## src/rtl/wptr_ctrl.sv

```systemverilog
// ----------------------------------------------------------------------------
// wptr_ctrl
//   Write-side pointer and status controller for an asynchronous FIFO. All of
//   its state is in the write clock domain. It converts the synchronised Gray
//   read pointer back to binary, keeps a registered fill level and full /
//   almost-full flags, and holds a sticky overflow flag. It produces the RAM
//   write address and write enable, and the Gray write pointer that crosses
//   into the read domain.
//
// Parameters
//   PTR_WIDTH : RAM address width. DEPTH = 2**PTR_WIDTH. Pointers carry one
//               extra wrap bit.
//   AF_TH     : almost-full threshold in entries, 1..DEPTH.
//
// Ports
//   wclk        in  : write clock; all state changes on the rising edge
//   wrst        in  : synchronous active-high reset
//   w_en        in  : write request
//   ovf_clr     in  : clears the sticky overflow flag
//   g_rptr_sync in  : Gray read pointer, already synchronised into wclk
//   b_wptr      out : binary write pointer
//   g_wptr      out : registered Gray write pointer, for the read domain
//   waddr       out : RAM write address (low bits of b_wptr)
//   w_accept    out : RAM write enable for this cycle (w_en & !full)
//   full        out : FIFO full
//   almost_full out : fill level >= AF_TH
//   wlevel      out : fill level seen from the write side, 0..DEPTH
//   overflow    out : sticky; a write was attempted while full
// ----------------------------------------------------------------------------
module wptr_ctrl #(
    parameter int PTR_WIDTH = 3,
    parameter int AF_TH     = 6
) (
    input  logic                 wclk,
    input  logic                 wrst,
    input  logic                 w_en,
    input  logic                 ovf_clr,
    input  logic [PTR_WIDTH:0]   g_rptr_sync,
    output logic [PTR_WIDTH:0]   b_wptr,
    output logic [PTR_WIDTH:0]   g_wptr,
    output logic [PTR_WIDTH-1:0] waddr,
    output logic                 w_accept,
    output logic                 full,
    output logic                 almost_full,
    output logic [PTR_WIDTH:0]   wlevel,
    output logic                 overflow
);

    localparam int               DEPTH   = 1 << PTR_WIDTH;
    localparam logic [PTR_WIDTH:0] DEPTH_V = (PTR_WIDTH+1)'(DEPTH);
    localparam logic [PTR_WIDTH:0] AF_V    = (PTR_WIDTH+1)'(AF_TH);

    // Gray to binary: the MSB passes through, and each lower bit is the XOR
    // of the binary bit above it with its own Gray bit.
    function automatic logic [PTR_WIDTH:0] gray2bin(input logic [PTR_WIDTH:0] g);
        logic [PTR_WIDTH:0] b;
        b[PTR_WIDTH] = g[PTR_WIDTH];
        for (int i = PTR_WIDTH - 1; i >= 0; i--) begin
            b[i] = b[i+1] ^ g[i];
        end
        return b;
    endfunction

    logic [PTR_WIDTH:0] b_rptr_sync;
    logic [PTR_WIDTH:0] b_wptr_next;
    logic [PTR_WIDTH:0] g_wptr_next;
    logic [PTR_WIDTH:0] level_next;

    assign w_accept = w_en & ~full;
    assign waddr    = b_wptr[PTR_WIDTH-1:0];

    // Next-state values. The subtraction wraps modulo 2**(PTR_WIDTH+1). The
    // extra wrap bit lets a level of exactly DEPTH be told apart from empty.
    always_comb begin
        b_rptr_sync = gray2bin(g_rptr_sync);
        b_wptr_next = b_wptr + {{PTR_WIDTH{1'b0}}, w_accept};
        g_wptr_next = b_wptr_next ^ (b_wptr_next >> 1);
        level_next  = b_wptr_next - b_rptr_sync;
    end

    // Register stage: pointers, level and flags all update together. The
    // flags are taken from level_next, so they are never a cycle late
    // relative to wlevel.
    always_ff @(posedge wclk) begin
        if (wrst) begin
            b_wptr      <= '0;
            g_wptr      <= '0;
            wlevel      <= '0;
            full        <= 1'b0;
            almost_full <= 1'b0;
            overflow    <= 1'b0;
        end else begin
            b_wptr      <= b_wptr_next;
            g_wptr      <= g_wptr_next;
            wlevel      <= level_next;
            full        <= (level_next == DEPTH_V);
            almost_full <= (level_next >= AF_V);
            // If a write is rejected while ovf_clr is high, the set takes
            // priority, so that overflow event is not lost.
            if (w_en & full) begin
                overflow <= 1'b1;
            end else if (ovf_clr) begin
                overflow <= 1'b0;
            end
        end
    end

endmodule
```

## config.mk

```make
export PLATFORM = sky130hd
export DESIGN_NAME = wptr_ctrl
export DESIGN_NICKNAME = d
export VERILOG_FILES = /design/src/rtl/wptr_ctrl.sv
export SDC_FILE = /design/constraint.sdc
export NUM_CORES = 1
export LEC_CHECK = 0
export BUFFER_PORTS_ARGS = -buffer_cell sky130_fd_sc_hd__buf_2
export CAP_MARGIN = 10
export CORE_MARGIN = 2
export CORE_UTILIZATION = 30
export DETAILED_ROUTE_END_ITERATION = 6
export REMOVE_ABC_BUFFERS = 1
export SLEW_MARGIN = 20
export SYNTH_ARGS = -nofsm -noshare
export SYNTH_HDL_FRONTEND = slang
export SYNTH_SLANG_ARGS = --single-unit
```

## constraint.sdc

```tcl
create_clock -name wclk -period 6.85 [get_ports wclk]
set_input_delay 0 -clock wclk [delete_from_list [all_inputs] [get_ports wclk]]
set_output_delay 0 -clock wclk [all_outputs]
set_load 0.005 [all_outputs]
```

==> impl_metrics.toml, run 1 <==
[clock_tree]
cts_tree = "built"
htreeDepth = 1
cts-root-buf = "clkbuf_4"
cts_setup_buffers = 0
cts_sinks = 14
clock_path_buffers = 2
cts_made_buffers = 3
cts_hold_buf = 2
ctsResizeCount = 0
clkTransAtPathRegs_ns = 0.08
clock_latency_ns = 0.27

[sta]
holdWs_ns = 0.0604
fin_crit_ns = 2.59
tns_ns = 0
maxSlewViolCount = 0
max_slew_margin_pct = 68.8
fin_skew_ns = 0.00473
worstMarginPinSlew_ns = 0.464
finalCritPeriodShare_pct = 37.9
fmax_mhz = 385
finalHoldViolCount = 0
rsz0062_at_grt = "false"
setup_viol_count_final = 0

[critical_path]
reg2reg_slack_ns = 4.37
cpLargestDelayFamily = "adder cells"
crit-reg2reg-launch = "full"
worst_ep_required_time_ns = 7.05
crit_path_frequent_cell = "ha_1"
r2r-end = "full"
path_cells = "dlygate4sd3_1 > buf_2 > nor2b_1 > ha_1 > ha_1 > inv_1 > fa_1 > xnor3_1 > or3_1 > a21oi_2"
critical-path-max-stage-delay_ns = 0.54
critPathBufInv = 3
reg2reg_depth = 8
end_kind = "flip-flop"
crit_slowest_cell = "dlygate4sd3_1"
cp.arrival_ns = 2.80
crit_type = "in -> reg"
start_kind = "input port"
critPathMaxFanout = 4

[logic_synthesis]
yosys-top-cells-area = "dfxtp_1, xnor2_1, ha_1"
synth_top_family_by_area = "XOR/XNOR gates"
synth_xor_area_share_pct = 18.2
synth_compound_area_share_pct = 7.57
yosysWarnings = 0
netlist_instances = 72
avgSynthCellArea_um2 = 9.64
synthSimpleGateAreaFrac_pct = 17.3
synth_area_um2 = 694
ys_types = 25
synth_area_leader_cell = "dfxtp_1"
muxShareOfSynthArea_pct = 0
synth_fa_ha_area_share_pct = 10.1
synth-seq-cells = 14
ys_seq_area_share_pct = 40.4
synth_top_area_share_pct = 40.4

[drt]
vias = 560
viasPerCell = 4.44
drt-wirelength-per-cell_um = 10.5
dr.pass1.iters = 4
drc = 0
wl_um = 1320
drt_iter0_markers = 7
ant_nets = 0

[layout]
final_core_util_pct = 39.6
layout.nets = 113
drive_gt1_share_pct = 31.6
area_delta_synth_final_pct = 25.0
fin_area_um2 = 868
antenna_cells = 0

[place]
dpl_cell_area_um2 = 826
gp_congestion = 0.764
port_buffers = 26
hpwl_um = 1060

[grt]
antenna_found_initial = 0
grt_pass1_vias = 551
grt_usage_pct = 11.1
grt_pass1_wl_um = 2170
grt_max_degree = 16
overflow = 0

[outcome]
status = "finished clean"

[floorplanning]
fp.coreArea_um2 = 2190
dieArea_um2 = 2720
die_h_um = 52.1
num_io_pins = 27
rows = 17
die_w_um = 52.1
start_util_pct = 31.7

[pwr]
power.leakage_uw = 0.000435
vdd_ir_drop_max_mv = 0.0919
power_density_nw_per_um2 = 251

[min_path]
min_delay_path_depth = 2
worstHoldPathType = "in -> reg"
min_from = "wrst"
hold_end = "g_wptr[0]"

[run]
cap_violations = 0
-- power by group --
part	switching [uW]	internal [uW]
clock network	22.9	20.3
logic	37.3	38.2
registers	4.44	94.7
-- layout by cell type (no fill, tap or decap) --
| cell type | synthesis | layout |
|---|---|---|
| nand2b_1 | 1 | 1 |
| and3_1 | 1 | 1 |
| xor2_1 | 3 | 3 |
| fa_1 | 1 | 1 |
| xnor2_1 | 7 | 7 |
| o21ai_0 | 1 | 1 |
| dlygate4sd3_1 | 0 | 2 |
| nor3_1 | 2 | 2 |
| xnor3_1 | 1 | 1 |
| nand2_1 | 4 | 4 |
| a21o_1 | 1 | 1 |
| buf_2 | 0 | 26 |
| nand4b_1 | 1 | 1 |
| a211o_1 | 1 | 1 |
| nor2_1 | 9 | 9 |
| inv_1 | 3 | 3 |
| o31ai_1 | 1 | 1 |
| clkbuf_4 | 0 | 3 |
| nand3_1 | 3 | 3 |
| xor2_2 | 1 | 1 |
| a21oi_1 | 3 | 3 |
| or3_1 | 1 | 1 |
| a21oi_2 | 1 | 1 |
| nor2b_1 | 3 | 3 |
| dfxtp_1 | 14 | 14 |
| ha_1 | 4 | 4 |
-- routing by layer --
layer / track usage, % / vias up / part of all wire [%]
met5: 0 / - / 0
met4: 7.89 / 0 / 1.7
met3: 1.72 / 2 / 5.1
met2: 19.0 / 22 / 48
met1: 12.3 / 251 / 45
li1: - / 285 / -
-- worst max-delay path by stage --
stage / from / end / cells after the start / slack [ns]
after CTS: w_en / full / 10 / 4.27
after global placement: full / full / 8 / 4.49
final: w_en / full / 10 / 4.26
after floorplan: full / full / 8 / 4.51
after detailed placement: full / full / 8 / 4.37
after global routing: w_en / full / 10 / 4.14
-- cells in the mapped netlist --
cell type,n
xor2_1,3
clkbuf_1,1
nor3_1,2
o31ai_1,1
xor2_2,1
and3_1,1
o21ai_0,1
a21oi_1,3
inv_1,3
fa_1,1
nand2_1,4
buf_4,4
or3_1,1
ha_1,4
xnor2_1,7
xnor3_1,1
nor2b_1,3
a211o_1,1
nor2_1,9
nand3_1,3
nand2b_1,1
a21oi_2,1
nand4b_1,1
dfxtp_1,14
a21o_1,1
-- registers in the layout, summed over array words and instances, names as in the netlist --
signal       count
g_wptr           3
b_wptr           4
almost_full      1
full             1
overflow         1
wlevel           4
-- kinds of logic (layout without fill, tap and decap cells) --
| group | count (synthesis) | after routing |
|---|---|---|
| simple gates | 25 | 25 |
| flops | 14 | 14 |
| xor+xnor | 12 | 12 |
| compound gates | 8 | 8 |
| buf+inv | 8 | 34 |
| fa+ha+maj | 5 | 5 |
-- cell type report --
class,instances,area [um2]
Clock buffer,3,22.5
Fill cell,235,1320
Inverter,3,11.3
Multi-Input combinational cell,50,369
Sequential cell,14,280
Tap cell,28,35.0
Timing Repair Buffer,28,150
-- stage by stage --
| stage | instances | setup WS [ns] | power, uW |
|---|---|---|---|
| 2_1_floorplan | 67 | 4.51 | 149 |
| 3_3_place_gp | 121 | 4.49 | 175 |
| 3_5_place_dp | 121 | 4.37 | 177 |
| 4_1_cts | 126 | 4.27 | 221 |
| 5_1_grt | 126 | 4.14 | 235 |
| 6_report | 126 | 4.26 | 218 |
(Power assumes the default switching activity.)
==> run 2, diff against run 1 <==
ABC_AREA = 1   (was unset)
clock period = 2.6 ns   (was 6.85 ns; I/O delays follow)
==> run 2 against run 1 <==
The run now ends with hold timing left. Critical path depth up 1. Final area up 3.3%. Count of clock-buffer cells in the layout unchanged. Sequential cell count unchanged. Register-to-register slack worse by 3.8 ns. Critical endpoint unchanged.
==> impl_metrics.toml, run 2 <==
[critical_path]
crit_type = "in -> reg"
path_cells = "dlygate4sd3_1 > buf_2 > inv_1 > nor2_1 > ha_1 > ha_1 > inv_1 > fa_1 > nand2_1 > nand3b_1 > nor2_1"
critical-path-max-stage-delay_ns = 0.58
worst_ep_required_time_ns = 2.81
end_kind = "flip-flop"
start_kind = "input port"
critPathMaxFanout = 4
cp.arrival_ns = 2.30
crit_slowest_cell = "fa_1"
reg2reg_depth = 8

[grt]
antenna_found_initial = 0
gr-usage-met3_pct = 2.54
overflow = 0
grt_max_degree = 10
grt_usage_pct = 11.4
grt_pass1_wl_um = 2280
use_met1_pct = 13.4
top_usage_layer = "met2"
grt_use_met2_pct = 18.3
grt_pass1_vias = 580

[logic_synthesis]
yosys-top-cells-area = "dfxtp_1, nand2_1, inv_1"
synth_fa_ha_area_share_pct = 9.56
synth_top_area_share_pct = 38.2
synth_area_um2 = 733
synth_common_cells = "nand2_1, dfxtp_1, inv_1"
synth_xor_area_share_pct = 3.41
ys_seq_area_share_pct = 38.2
synth_top_family_by_area = "simple AND/OR/NAND/NOR gates"
avgSynthCellArea_um2 = 7.56
synth_area_leader_cell = "dfxtp_1"
synthFlopType = "dfxtp_1"
ys_types = 19
synth_edf_count = 0
synthSimpleGateAreaFrac_pct = 29.7
yosysWarnings = 0
synth-seq-cells = 14
synth_compound_area_share_pct = 5.80
muxShareOfSynthArea_pct = 0
yosysMostFrequentCell = "nand2_1"
synth-async-reset-ratio_pct = 0
netlist_instances = 97

[clock_tree]
cts_sinks = 14
cts_tree = "built"
clock_latency_ns = 0.27
clock_path_buffers = 2
cts-root-buf = "clkbuf_4"
clkTransAtPathRegs_ns = 0.07
cts_made_buffers = 3
htreeDepth = 1

[layout]
drive_gt1_share_pct = 33.6
top_regs = "b_wptr (4), wlevel (4), g_wptr (3)"
area_delta_synth_final_pct = 22.4
multiInputGateArea_um2 = 355
fin_area_um2 = 897
final_common_cell = "buf_2"
regArea_um2 = 280
nFillCells = 247
final_core_util_pct = 39.8
final_cell_mix = "buf_2, nand2_1, inv_1, dfxtp_1, nor2_1"
antenna_cells = 0
layout.nets = 137

[pwr]
seqPwrFrac_pct = 45.8
power_uw = 566
power_density_nw_per_um2 = 631
clkPwrFrac_pct = 20.3
p_comb_share_pct = 33.9
switchingPower_uw = 177
switching_share_pct = 31.3
power.leakage_uw = 0.000516
vdd_ir_drop_max_mv = 0.246
intPower_uw = 389

[sta]
fin_crit_ns = 2.09
worstMarginPinSlew_ns = 0.224
maxSlewViolCount = 0
finalHoldViolCount = 1
holdWs_ns = -0.00267
tns_ns = 0
setup_viol_count_final = 0
fmax_mhz = 479
finalCritPeriodShare_pct = 80.3
fin_skew_ns = 0.00898
max_slew_margin_pct = 85.0
rsz0062_at_grt = "false"

[drt]
viasPerCell = 4.43
wl_um = 1450
drt_iter0_markers = 9
drc = 0
ant_nets = 0
drt-wirelength-per-cell_um = 9.67
vias = 665
dr.pass1.iters = 5

[min_path]
min_delay_path_depth = 4
worstHoldPathType = "in -> reg"

[place]
gp_congestion = 0.893
port_buffers = 26
dpl_cell_area_um2 = 865
hpwl_um = 1180

[floorplanning]
start_util_pct = 32.5
die_h_um = 53.4
fp.coreArea_um2 = 2250
num_io_pins = 27
dieArea_um2 = 2860
rows = 17
die_w_um = 53.4

[outcome]
violations = "hold timing"
status = "finished, violations left"

[run]
cap_violations = 0
[run 2: worst paths after layout]
kind | start | end | slack [ns]
max | w_en | full | 0.51
min | ovf_clr | overflow | -0.003
max reg2reg | full | full | 0.57
min reg2reg | full | overflow | 0.47
[run 2: area by class of cell]
| cell class | instances | share of cell area (%) |
|---|---|---|
| Multi-Input combinational cell | 61 | 39.6 |
| Timing Repair Buffer | 27 | 15.6 |
| Tap cell | 28 | 3.91 |
| Clock buffer | 3 | 2.51 |
| Inverter | 17 | 7.11 |
| Sequential cell | 14 | 31.2 |
[run 2: logic make-up after synthesis]
| kind of cell | Yosys count |
|---|---|
| fa+ha+maj | 5 |
| flops | 14 |
| buf+inv | 22 |
| xor+xnor | 2 |
| compound gates | 8 |
| simple gates | 46 |
[run 2: what timing repair did]
item / CTS / global route
resized for setup: 0 / 0
hold buffers: 1 / 0
setup buffers: 0 / 0
endpoints found under the hold margin: 1 / 0
[run 2: per-layer routing]
metal / share of wire [%] / vias up
met5: 0 / -
met4: 2.4 / 0
met3: 5.4 / 4
met2: 47 / 18
met1: 46 / 291
li1: - / 352
[run 2: stage by stage]
step | instances | worst slack (ns)
after floorplan | 92 | 0.678
after global placement | 146 | 0.662
after detailed placement | 146 | 0.596
after CTS | 150 | 0.513
after global routing | 150 | 0.368
final | 150 | 0.512
[run 2: power groups by stage]
stage / clock network (uW) / registers [uW] / logic [uW]
global route: 134 / 266 / 223
global placement: 0 / 263 / 190
CTS: 119 / 260 / 195
finish: 115 / 259 / 192
floorplan: 0 / 271 / 118
detailed placement: 0 / 265 / 192
[run 2: worst max-delay path, delay by kind of cell]
family                     cells  cell delay, ns
and+or+nand+nor                4            0.34
buffers and inverters          4            0.79
adders and majority gates      3            1.16
